==> src/rtl/fp_sched_pkg.sv <==
// Shared types and constants for the fp operation scheduler.
package fp_sched_pkg;

    typedef enum logic [1:0] {
        OpAdd     = 2'd0,
        OpSub     = 2'd1,
        OpMul     = 2'd2,
        OpIllegal = 2'd3
    } fp_op_e;

    typedef enum logic {
        StRun,
        StDrain
    } sched_state_e;

    localparam logic [31:0] QNAN = 32'h7FC0_0000;

    localparam int unsigned DEFAULT_DEPTH = 4;
    localparam int unsigned DEFAULT_TAG_W = 4;

endpackage

==> src/rtl/fp_op_scheduler_if.sv <==
// Command, unit and response buses of the fp operation scheduler.
interface fp_op_scheduler_if #(
    parameter int unsigned TAG_W = fp_sched_pkg::DEFAULT_TAG_W
);
    logic             cmd_valid;
    logic             cmd_ready;
    logic [1:0]       cmd_op;
    logic [31:0]      cmd_a;
    logic [31:0]      cmd_b;
    logic [TAG_W-1:0] cmd_tag;

    logic [2:0]       unit_in_valid;
    logic [2:0]       unit_in_ready;
    logic [31:0]      unit_a;
    logic [31:0]      unit_b;
    logic [95:0]      unit_z;
    logic [2:0]       unit_z_valid;
    logic [2:0]       unit_z_ready;

    logic             rsp_valid;
    logic             rsp_ready;
    logic [31:0]      rsp_z;
    logic [TAG_W-1:0] rsp_tag;
    logic             rsp_err;

    // Scheduler side.
    modport slave (
        input  cmd_valid, cmd_op, cmd_a, cmd_b, cmd_tag,
        output cmd_ready,
        output unit_in_valid, unit_a, unit_b, unit_z_ready,
        input  unit_in_ready, unit_z, unit_z_valid,
        output rsp_valid, rsp_z, rsp_tag, rsp_err,
        input  rsp_ready
    );

    // Requester and arithmetic-unit side.
    modport master (
        output cmd_valid, cmd_op, cmd_a, cmd_b, cmd_tag,
        input  cmd_ready,
        input  unit_in_valid, unit_a, unit_b, unit_z_ready,
        output unit_in_ready, unit_z, unit_z_valid,
        input  rsp_valid, rsp_z, rsp_tag, rsp_err,
        output rsp_ready
    );

endinterface

==> src/rtl/fp_sched_order_fifo.sv <==
// Order FIFO of accepted {op, tag}; pointers carry an extra wrap bit.
module fp_sched_order_fifo #(
    parameter int unsigned DEPTH = 4,
    parameter int unsigned WIDTH = 6,
    localparam int unsigned PTR_W = $clog2(DEPTH)
) (
    input  logic             clk,
    input  logic             nreset,
    input  logic             push,
    input  logic [WIDTH-1:0] wdata,
    input  logic             pop,
    output logic [WIDTH-1:0] rdata,
    output logic             full,
    output logic             empty,
    output logic [PTR_W:0]   count
);

    logic [WIDTH-1:0] mem [DEPTH];
    logic [PTR_W:0]   wr_ptr_q, rd_ptr_q;

    always_ff @(posedge clk or negedge nreset) begin
        if (!nreset) begin
            wr_ptr_q <= '0;
            rd_ptr_q <= '0;
        end else begin
            if (push) wr_ptr_q <= wr_ptr_q + 1'b1;
            if (pop)  rd_ptr_q <= rd_ptr_q + 1'b1;
        end
    end

    always_ff @(posedge clk) begin
        if (push) mem[wr_ptr_q[PTR_W-1:0]] <= wdata;
    end

    assign rdata = mem[rd_ptr_q[PTR_W-1:0]];
    assign empty = (wr_ptr_q == rd_ptr_q);
    assign full  = (wr_ptr_q[PTR_W] != rd_ptr_q[PTR_W]) &&
                   (wr_ptr_q[PTR_W-1:0] == rd_ptr_q[PTR_W-1:0]);
    assign count = wr_ptr_q - rd_ptr_q;

endmodule

==> src/rtl/fp_op_scheduler.sv <==
// Dispatches fp commands to add/sub/mul units and returns results in acceptance order.
module fp_op_scheduler
    import fp_sched_pkg::*;
#(
    parameter int unsigned DEPTH = DEFAULT_DEPTH,
    parameter int unsigned TAG_W = DEFAULT_TAG_W,
    localparam int unsigned OUT_W = $clog2(DEPTH + 2)
) (
    input  logic             clk,
    input  logic             nreset,
    fp_op_scheduler_if.slave bus,
    input  logic             flush_req,
    output logic             flush_done,
    output logic [OUT_W-1:0] outstanding
);

    localparam int unsigned ENTRY_W = 2 + TAG_W;

    sched_state_e     state_q, state_d;
    logic             run;
    logic             fifo_full, fifo_empty, push, load_en;
    logic [ENTRY_W-1:0] head;
    logic [1:0]       head_op;
    logic [TAG_W-1:0] head_tag;
    logic [OUT_W-1:0] fifo_count;
    logic [3:0]       in_ready_ext, z_valid_ext, in_valid_sel, z_ready_sel;

    logic             rsp_valid_q, rsp_valid_d;
    logic [31:0]      rsp_z_q, rsp_z_d;
    logic [TAG_W-1:0] rsp_tag_q, rsp_tag_d;
    logic             rsp_err_q, rsp_err_d;

    assign run         = (state_q == StRun);
    assign bus.unit_a  = bus.cmd_a;
    assign bus.unit_b  = bus.cmd_b;

    // The illegal opcode has no unit; a constant-1 slot lets it share the indexed paths.
    assign in_ready_ext = {1'b1, bus.unit_in_ready};
    assign z_valid_ext  = {1'b1, bus.unit_z_valid};

    always_comb begin
        in_valid_sel = '0;
        in_valid_sel[bus.cmd_op] = bus.cmd_valid & ~fifo_full & run;
    end
    assign bus.unit_in_valid = in_valid_sel[2:0];

    assign bus.cmd_ready = run & ~fifo_full & in_ready_ext[bus.cmd_op];
    assign push          = bus.cmd_valid & bus.cmd_ready;

    fp_sched_order_fifo #(
        .DEPTH (DEPTH),
        .WIDTH (ENTRY_W)
    ) u_order_fifo (
        .clk    (clk),
        .nreset (nreset),
        .push   (push),
        .wdata  ({bus.cmd_op, bus.cmd_tag}),
        .pop    (load_en),
        .rdata  (head),
        .full   (fifo_full),
        .empty  (fifo_empty),
        .count  (fifo_count)
    );

    assign head_op  = head[ENTRY_W-1 -: 2];
    assign head_tag = head[TAG_W-1:0];
    assign load_en  = ~fifo_empty & (~rsp_valid_q | bus.rsp_ready) & z_valid_ext[head_op];

    always_comb begin
        z_ready_sel = '0;
        z_ready_sel[head_op] = load_en;
    end
    assign bus.unit_z_ready = z_ready_sel[2:0];

    always_comb begin
        rsp_valid_d = rsp_valid_q;
        rsp_z_d     = rsp_z_q;
        rsp_tag_d   = rsp_tag_q;
        rsp_err_d   = rsp_err_q;
        if (load_en) begin
            rsp_valid_d = 1'b1;
            rsp_tag_d   = head_tag;
            rsp_err_d   = 1'b0;
            unique case (fp_op_e'(head_op))
                OpAdd: rsp_z_d = bus.unit_z[31:0];
                OpSub: rsp_z_d = bus.unit_z[63:32];
                OpMul: rsp_z_d = bus.unit_z[95:64];
                OpIllegal: begin
                    rsp_z_d   = QNAN;
                    rsp_err_d = 1'b1;
                end
            endcase
        end else if (bus.rsp_ready) begin
            rsp_valid_d = 1'b0;
        end
    end

    always_comb begin
        state_d    = state_q;
        flush_done = 1'b0;
        unique case (state_q)
            StRun: if (flush_req) state_d = StDrain;
            StDrain: begin
                if (fifo_empty && !rsp_valid_q) begin
                    state_d    = StRun;
                    flush_done = 1'b1;
                end
            end
        endcase
    end

    always_ff @(posedge clk or negedge nreset) begin
        if (!nreset) begin
            state_q     <= StRun;
            rsp_valid_q <= 1'b0;
            rsp_z_q     <= '0;
            rsp_tag_q   <= '0;
            rsp_err_q   <= 1'b0;
        end else begin
            state_q     <= state_d;
            rsp_valid_q <= rsp_valid_d;
            rsp_z_q     <= rsp_z_d;
            rsp_tag_q   <= rsp_tag_d;
            rsp_err_q   <= rsp_err_d;
        end
    end

    assign bus.rsp_valid = rsp_valid_q;
    assign bus.rsp_z     = rsp_z_q;
    assign bus.rsp_tag   = rsp_tag_q;
    assign bus.rsp_err   = rsp_err_q;
    assign outstanding   = fifo_count + OUT_W'(rsp_valid_q);

endmodule
==> src/flat_wrapper.sv <==
// flat-port wrapper written by rule: the top's interface ports become plain ports
module fp_op_scheduler_flat import fp_sched_pkg::*;
#(
    parameter int unsigned DEPTH = DEFAULT_DEPTH,
    parameter int unsigned TAG_W = DEFAULT_TAG_W,
    localparam int unsigned OUT_W = $clog2(DEPTH + 2)
)
  (clk, nreset, flush_req, flush_done, outstanding, bus_cmd_valid, bus_cmd_op, bus_cmd_a, bus_cmd_b, bus_cmd_tag, bus_cmd_ready, bus_unit_in_valid, bus_unit_a, bus_unit_b, bus_unit_z_ready, bus_unit_in_ready, bus_unit_z, bus_unit_z_valid, bus_rsp_valid, bus_rsp_z, bus_rsp_tag, bus_rsp_err, bus_rsp_ready);
  fp_op_scheduler_if #(.TAG_W(TAG_W)) bus_i ();
  input  logic clk;
  input  logic nreset;
  input  logic flush_req;
  output logic flush_done;
  output logic [OUT_W-1:0] outstanding;
  input wire logic [$bits(bus_i.cmd_valid)-1:0] bus_cmd_valid;
  input wire logic [$bits(bus_i.cmd_op)-1:0] bus_cmd_op;
  input wire logic [$bits(bus_i.cmd_a)-1:0] bus_cmd_a;
  input wire logic [$bits(bus_i.cmd_b)-1:0] bus_cmd_b;
  input wire logic [$bits(bus_i.cmd_tag)-1:0] bus_cmd_tag;
  output wire logic [$bits(bus_i.cmd_ready)-1:0] bus_cmd_ready;
  output wire logic [$bits(bus_i.unit_in_valid)-1:0] bus_unit_in_valid;
  output wire logic [$bits(bus_i.unit_a)-1:0] bus_unit_a;
  output wire logic [$bits(bus_i.unit_b)-1:0] bus_unit_b;
  output wire logic [$bits(bus_i.unit_z_ready)-1:0] bus_unit_z_ready;
  input wire logic [$bits(bus_i.unit_in_ready)-1:0] bus_unit_in_ready;
  input wire logic [$bits(bus_i.unit_z)-1:0] bus_unit_z;
  input wire logic [$bits(bus_i.unit_z_valid)-1:0] bus_unit_z_valid;
  output wire logic [$bits(bus_i.rsp_valid)-1:0] bus_rsp_valid;
  output wire logic [$bits(bus_i.rsp_z)-1:0] bus_rsp_z;
  output wire logic [$bits(bus_i.rsp_tag)-1:0] bus_rsp_tag;
  output wire logic [$bits(bus_i.rsp_err)-1:0] bus_rsp_err;
  input wire logic [$bits(bus_i.rsp_ready)-1:0] bus_rsp_ready;
  assign bus_i.cmd_valid = bus_cmd_valid;
  assign bus_i.cmd_op = bus_cmd_op;
  assign bus_i.cmd_a = bus_cmd_a;
  assign bus_i.cmd_b = bus_cmd_b;
  assign bus_i.cmd_tag = bus_cmd_tag;
  assign bus_cmd_ready = bus_i.cmd_ready;
  assign bus_unit_in_valid = bus_i.unit_in_valid;
  assign bus_unit_a = bus_i.unit_a;
  assign bus_unit_b = bus_i.unit_b;
  assign bus_unit_z_ready = bus_i.unit_z_ready;
  assign bus_i.unit_in_ready = bus_unit_in_ready;
  assign bus_i.unit_z = bus_unit_z;
  assign bus_i.unit_z_valid = bus_unit_z_valid;
  assign bus_rsp_valid = bus_i.rsp_valid;
  assign bus_rsp_z = bus_i.rsp_z;
  assign bus_rsp_tag = bus_i.rsp_tag;
  assign bus_rsp_err = bus_i.rsp_err;
  assign bus_i.rsp_ready = bus_rsp_ready;
  fp_op_scheduler #(.DEPTH(DEPTH), .TAG_W(TAG_W)) u_core (.clk(clk), .nreset(nreset), .bus(bus_i), .flush_req(flush_req), .flush_done(flush_done), .outstanding(outstanding));
endmodule
==> config.mk <==
export PLATFORM = sky130hd
export DESIGN_NAME = fp_op_scheduler_flat
export DESIGN_NICKNAME = d
export VERILOG_FILES = /design/src/rtl/fp_sched_pkg.sv /design/src/rtl/fp_op_scheduler_if.sv /design/src/rtl/fp_sched_order_fifo.sv /design/src/rtl/fp_op_scheduler.sv /design/src/flat_wrapper.sv
export SDC_FILE = /design/constraint.sdc
export NUM_CORES = 1
export LEC_CHECK = 0
export CAP_MARGIN = 20
export CORE_AREA = 2 2 114 116
export DETAILED_ROUTE_END_ITERATION = 10
export DIE_AREA = 0 0 116 118
export GPL_ROUTABILITY_DRIVEN = 0
export MAX_ROUTING_LAYER = met4
export PLACE_DENSITY_LB_ADDON = 0.12
export SYNTH_ARGS = -nofsm -noshare
export SYNTH_HDL_FRONTEND = slang
export SYNTH_HIERARCHICAL = 1
export SYNTH_SLANG_ARGS = --single-unit
==> constraint.sdc <==
create_clock -name clk -period 3.2 [get_ports clk]
set_clock_uncertainty 0.2 [all_clocks]
set_input_delay 0.64 -clock clk [delete_from_list [all_inputs] [get_ports clk]]
set_output_delay 0.64 -clock clk [all_outputs]
set_load 0.01 [all_outputs]
## Word level (Yosys, flattened, before mapping)

Memories as Yosys holds them, arrays and structs flattened.
Cells that the tools add are included.

| operators by class | value |
|---|---|
| $add $sub $neg | 4 |
| order comparisons | 4 |
| equality and inequality tests | 6 |
| multiplexer cells | 19 |
| bitwise operators | 14 |
| reduce and logical (&&, ||, !) cells | 7 |

Operator list:

| cell | number |
|---|---|
| $pmux 32 s4 | 1 |
| $mux 1 | 13 |
| $and 1x1->1 | 7 |
| $add 3x1->3 const B | 2 |
| $and 3x3->3 | 2 |
| $lt 2x3->1 const B | 2 |
| $bmux 1 s2 | 2 |
| $demux 1 s2 | 2 |
| $eq 2x2->1 const B | 2 |
| $ge 2x1->1 const B | 2 |
| $logic_and 1x1->1 | 4 |
| $not 1->1 | 4 |
| $add 3x1->3 | 1 |
| $eq 3x3->1 | 1 |
| $sub 3x3->3 | 1 |
| $eq 2x1->1 const B | 1 |
| $eq 2x2->1 | 1 |
| $logic_not 2->1 | 1 |
| $pmux 1 s2 | 1 |
| $reduce_bool 2->1 | 1 |
| $logic_not 1->1 | 1 |
| $ne 1x1->1 | 1 |
| $or 1x1->1 | 1 |

| storage, ports and cells | value |
|---|---|
| flip-flop bits (word level) | 45 |
| RAM bits | 24 |
| input bits | 177 |
| output and inout port bits | 113 |
| logic and storage cells | 62 |
| memories kept | 1 |

Memory list:

| name | depth | bits a word | read ports | clocked after Yosys merged registers in | write ports | RTL line | text |
|---|---|---|---|---|---|---|---|
| u_core.u_order_fifo.mem | 4 | 6 | 1 | 0 | 1 | fp_sched_order_fifo.sv:18 | `logic [WIDTH-1:0] mem [DEPTH];` |

## Longest topological paths before layout

| logic depth | value |
|---|---|
| word-level depth | 8 |
| gate-level depth with buffers | 10 |

## Hierarchy

The synthesis kept the hierarchy.

By module, submodules not included:

| module | times used | cells an instance | area each (um2) |
|---|---|---|---|
| fp_op_scheduler | 1 | 251 | 2770.2 |
| fp_sched_order_fifo | 1 | 69 | 1261.2 |

## Least setup slack after synthesis

OpenSTA, ideal clock, no wires.

| timing | value |
|---|---|
| path kind | register -> output |
| start | register u_core.u_order_fifo.rd_ptr_q[0] |
| end | output port bus_unit_z_ready[2] |
| arrival | 2.025 ns |
| required time | 2.360 ns |
| slack | 0.335 ns |
| stages on the path, launching flop included | 7 |
| path buffers | 3 |
| cell sequence | dfrtp_1 > buf_6 > mux4_2 > buf_2 > nand2b_1 > clkbuf_1 > nor4_1 |

| on the way | value |
|---|---|
| word-level cells in the longest chain between the ends | 6 |

Ends and longest elaborated chain:

| what | RTL line | text |
|---|---|---|
| from (decl) | fp_sched_order_fifo.sv:19 | `logic [PTR_W:0] wr_ptr_q, rd_ptr_q;` |
| from (signal assigned) | fp_sched_order_fifo.sv:27 | `if (pop) rd_ptr_q <= rd_ptr_q + 1'b1;` |
| $mem_v2 4x6 (*) | -- |  |
| via u_core.head[4] | fp_op_scheduler.sv:22 | `logic [ENTRY_W-1:0] head;` |
| $lt 2x3->1 (implied by the code) / $ge 2x1->1 (equally long branches) | fp_op_scheduler.sv:71 | `z_ready_sel[head_op] = load_en;` |
| $logic_and 1x1->1 (implied by the code) | fp_op_scheduler.sv:71 |  |
| $mux 1 (implied by the code) | fp_op_scheduler.sv:71 |  |
| $demux 1 s2 | -- |  |
| $and 3x3->3 (no line) (*) | -- |  |
| to (decl) | flat_wrapper.sv:24 | `output wire logic [$bits(bus_i.unit_z_ready)-1:0] bus_unit_z_ready;` |

Mark *: on every way through the listed nets, which the timed path passes. The rest lies on a longest branch. The select of a mux whose other input is x is not followed.

## Worst setup path after layout

| timing | value |
|---|---|
| start | register u_core.u_order_fifo.rd_ptr_q[0] |
| end | output port outstanding[1] |

| on the way | value |
|---|---|
| word-level cells in the longest chain between the ends | 2 |

Ends and longest elaborated chain:

| what | RTL line | text |
|---|---|---|
| $sub 3x3->3 | fp_sched_order_fifo.sv:39 | `assign count = wr_ptr_q - rd_ptr_q;` |
| via u_core.fifo_count[1] | fp_op_scheduler.sv:25 | `logic [OUT_W-1:0] fifo_count;` |
| $add 3x1->3 | fp_op_scheduler.sv:132 | `assign outstanding = fifo_count + OUT_W'(rsp_valid_q);` |
| to (decl) | flat_wrapper.sv:14 | `output logic [OUT_W-1:0] outstanding;` |

The timed path passes the listed nets, and every way through them passes these cells.

==> results.toml <==
[timing]
hold_viol = 0
fin_crit_sh_pct = 97.01
slew_viol_final = 0
finalSetupViolCount = 0
fin_setup_tns_ns = 0
worstMarginPinSlew_ns = 1.041
rsz0062_at_grt = "no"
period_needed_ns = 3.104
slew-limit-headroom_pct = 30.27
fmax_mhz = 322.1
setup_slack_ns = 0.09555

[logic_synthesis]
synth_fa_ha_area_share_pct = 3.290
synth_area_um2 = 4031
synth_top_family_by_area = "multiplexers"
synth_xor_area_share_pct = 1.521
synth.net_count = 507
netlist_instances = 320
yosysSeqAreaShare_pct = 45.81
ys_types = 32
yosysWarnings = 6
synth_seq_cells = 69
synth_compound_area_share_pct = 7.976
syn_area_per_cell_um2 = 12.60
synthSimpleGateAreaFrac_pct = 4.190
muxShareOfSynthArea_pct = 22.13

[global_routing]
gr-usage-all-layers_pct = 15.46
grt_max_degree = 32
grt_antenna_before_repair = 1
grt_pass1_vias = 2844
grt_pass1_wl_um = 15550
overflow = 0

[place]
dp_slack_ns = 0.1353
hpwlAfterDp_um = 8151
port_buffers = 161

[clock_network]
cts_buffers = 9
cts_buffer_depth = 2
cts_tree = "done"
h-tree-depth = 3
clock_latency_ns = 0.33
holdBufCountCts = 0
root_buffer = "clkbuf_16"
clk_pin_slew_worst_paths_ns = 0.06
cts.sinks = 69

[power]
max-vdd-ir-drop_v = 0.0006106
leakage_uw = 0.002337
power_uw = 5473
p_per_area_nw_per_um2 = 947.4

[setup_path]
worst_path_max_delay_cell = "clkdlybuf4s50_1"
crit_top_cell = "ha_1"
crit_buf_inv = 2
cp-start-kind = "register"
slowest_delay_ns = 0.53
regToRegSetupSlack_ns = 0.41
cpLargestDelayFamily = "adder cells"
required_ns = 2.36
end_kind = "primary output"
crit_path_cell_trace = "ha_1, inv_1, fa_1, ha_1, clkdlybuf4s50_1"
arrival_ns = 2.26
r2r_end = "u_core/bus.rsp_z[17]"
reg2reg_depth = 5
worst-setup-path-type = "register to primary output"
critical_path_peak_fanout = 5
timing.rr.start = "u_core/u_order_fifo/rd_ptr_q[0]"

[cells_and_area]
fin_nets = 615
drive_gt1_share_pct = 17.55
fill_cells = 1156
area_delta_synth_final_pct = 43.30

[detailed_routing]
routedWlPerCell_um = 17.10
vias = 2758
wl_um = 10360
first_iter_violations = 65
viasPerCell = 4.551
ant_nets = 0
dr.pass1.iters = 4
drc = 0

[die]
die_h_um = 118
row_count = 41
start_util_pct = 32.47
die-area_um2 = 13690
io_pins = 290
dieWidth_um = 116
coreArea_um2 = 12410

[outcome]
status = "finished, final reports clean"

[flow_run]
cap_violations = 0

[hold_path]
hp-class = "input port to async pin"
[Yosys cell counts (all sizes together)]
library cell / instances / area (µm²)
nor3b: 2 / 15.01
xor2: 5 / 43.79
mux2: 37 / 416.6
inv: 7 / 26.28
nand2: 8 / 30.03
o22ai: 2 / 12.51
edfxtp: 24 / 720.7
o21ai: 2 / 10.01
xnor2: 2 / 17.52
nor4: 3 / 18.77
clkbuf: 5 / 20.01
dfrtp: 45 / 1126
mux4: 6 / 135.1
nor3: 2 / 10.01
clkinv: 1 / 3.750
mux2i: 34 / 340.3
a2bb2oi: 8 / 70.07
o2bb2ai: 23 / 201.4
nand2b: 3 / 18.77
nor2: 7 / 26.28
fa: 1 / 20.02
or2: 1 / 6.260
ha: 9 / 112.6
a2111oi: 1 / 27.53
nor2b: 3 / 18.77
buf: 75 / 558.0
and2: 4 / 25.02
[worst max path at each step]
stage | from | endpoint | slack (ns) | cells past startpoint
2_1_floorplan | u_core/u_order_fifo/rd_ptr_q[0] | bus_unit_z_ready[2] | 0.33 | 6
3_3_place_gp | bus_cmd_op[0] | bus_cmd_ready | 0.15 | 5
3_5_place_dp | bus_cmd_op[0] | bus_cmd_ready | 0.14 | 5
4_1_cts | u_core/u_order_fifo/wr_ptr_q[0] | outstanding[1] | 0.005 | 6
5_1_grt | u_core/u_order_fifo/wr_ptr_q[0] | outstanding[1] | 0.002 | 6
6_report | u_core/u_order_fifo/rd_ptr_q[0] | outstanding[1] | 0.1 | 5
[metrics by stage]
stage          hold WS (ns)  util (%)  instance area (µm²)  instances
2_1_floorplan        0.1444         -                 4031        320
3_3_place_gp         0.2700     43.46                 5395        587
3_5_place_dp         0.2783     43.46                 5395        587
4_1_cts              0.1872     46.31                 5749        603
5_1_grt              0.2131     46.53                 5777        606
6_report             0.1549     46.53                 5777        606
[placed cells by master (no fill, tap or decap), types with 4 or more instances in the layout]
master	count
mux2i_1	34
ha_1	9
a2bb2oi_1	8
nor2_1	6
o2bb2ai_1	23
mux2_2	31
mux4_2	6
nand2_1	8
xor2_1	5
dfrtp_1	44
buf_4	15
clkdlybuf4s50_1	155
and2_1	4
edfxtp_1	24
inv_1	7
mux2_1	6
clkbuf_16	9
[report_power, final]
| group | leakage [µW] | switching [µW] | internal (µW) |
|---|---|---|---|
| clock network | 0.000166 | 380 | 764 |
| logic | 0.00142 | 1310 | 1650 |
| registers | 0.000751 | 153 | 1220 |
[cell families (layout without fill, tap and decap cells)]
kind of cell | count (synthesis) | count (layout)
DFF | 69 | 69
AOI/OAI and AO/OA | 36 | 36
xor gates and xnor gates | 7 | 7
other | 0 | 1
adders and majority gates | 10 | 10
muxes | 77 | 77
buffers and inverters | 88 | 201
and+or+nand+nor | 33 | 33
[layout make-up]
cell class	instances	area (µm²)	share of cell area, %
inverter	8	30.03	0.5198
timing repair buffer	177	1740	30.13
clock buffer	9	225.2	3.899
tap	172	215.2	3.725
multi-input combinational	163	1592	27.55
sequential	69	1848	31.99
clock inverter	7	123.9	2.144
antenna	1	2.502	0.04332
[repair_timing]
item | in CTS | in global routing
setup endpoints to repair | 6 | 5
pin swaps | 0 | 0
resized for setup | 6 | 3
buffers inserted | 0 | 2
gates cloned | 0 | 0
[routing by layer]
metal | vias to the layer above | track usage, % | wire, µm
met4 | 0 | 4.911 | 187
met3 | 21 | 6.385 | 1032
met5 | - | - | 0
met2 | 135 | 24.45 | 4929
li1 | 1310 | - | -
met1 | 1292 | 17.81 | 4214
[registers in the layout, indices dropped and copies added (netlist names)]
register	cells
u_core/state_q	1
u_core/u_order_fifo/wr_ptr_q	3
u_core/bus.rsp_err	1
u_core/bus.rsp_z	32
u_core/u_order_fifo/rd_ptr_q	3
u_core/bus.rsp_valid	1
u_core/u_order_fifo/mem	24
u_core/bus.rsp_tag	4
Note: power is estimated with default switching activity, not from simulation.
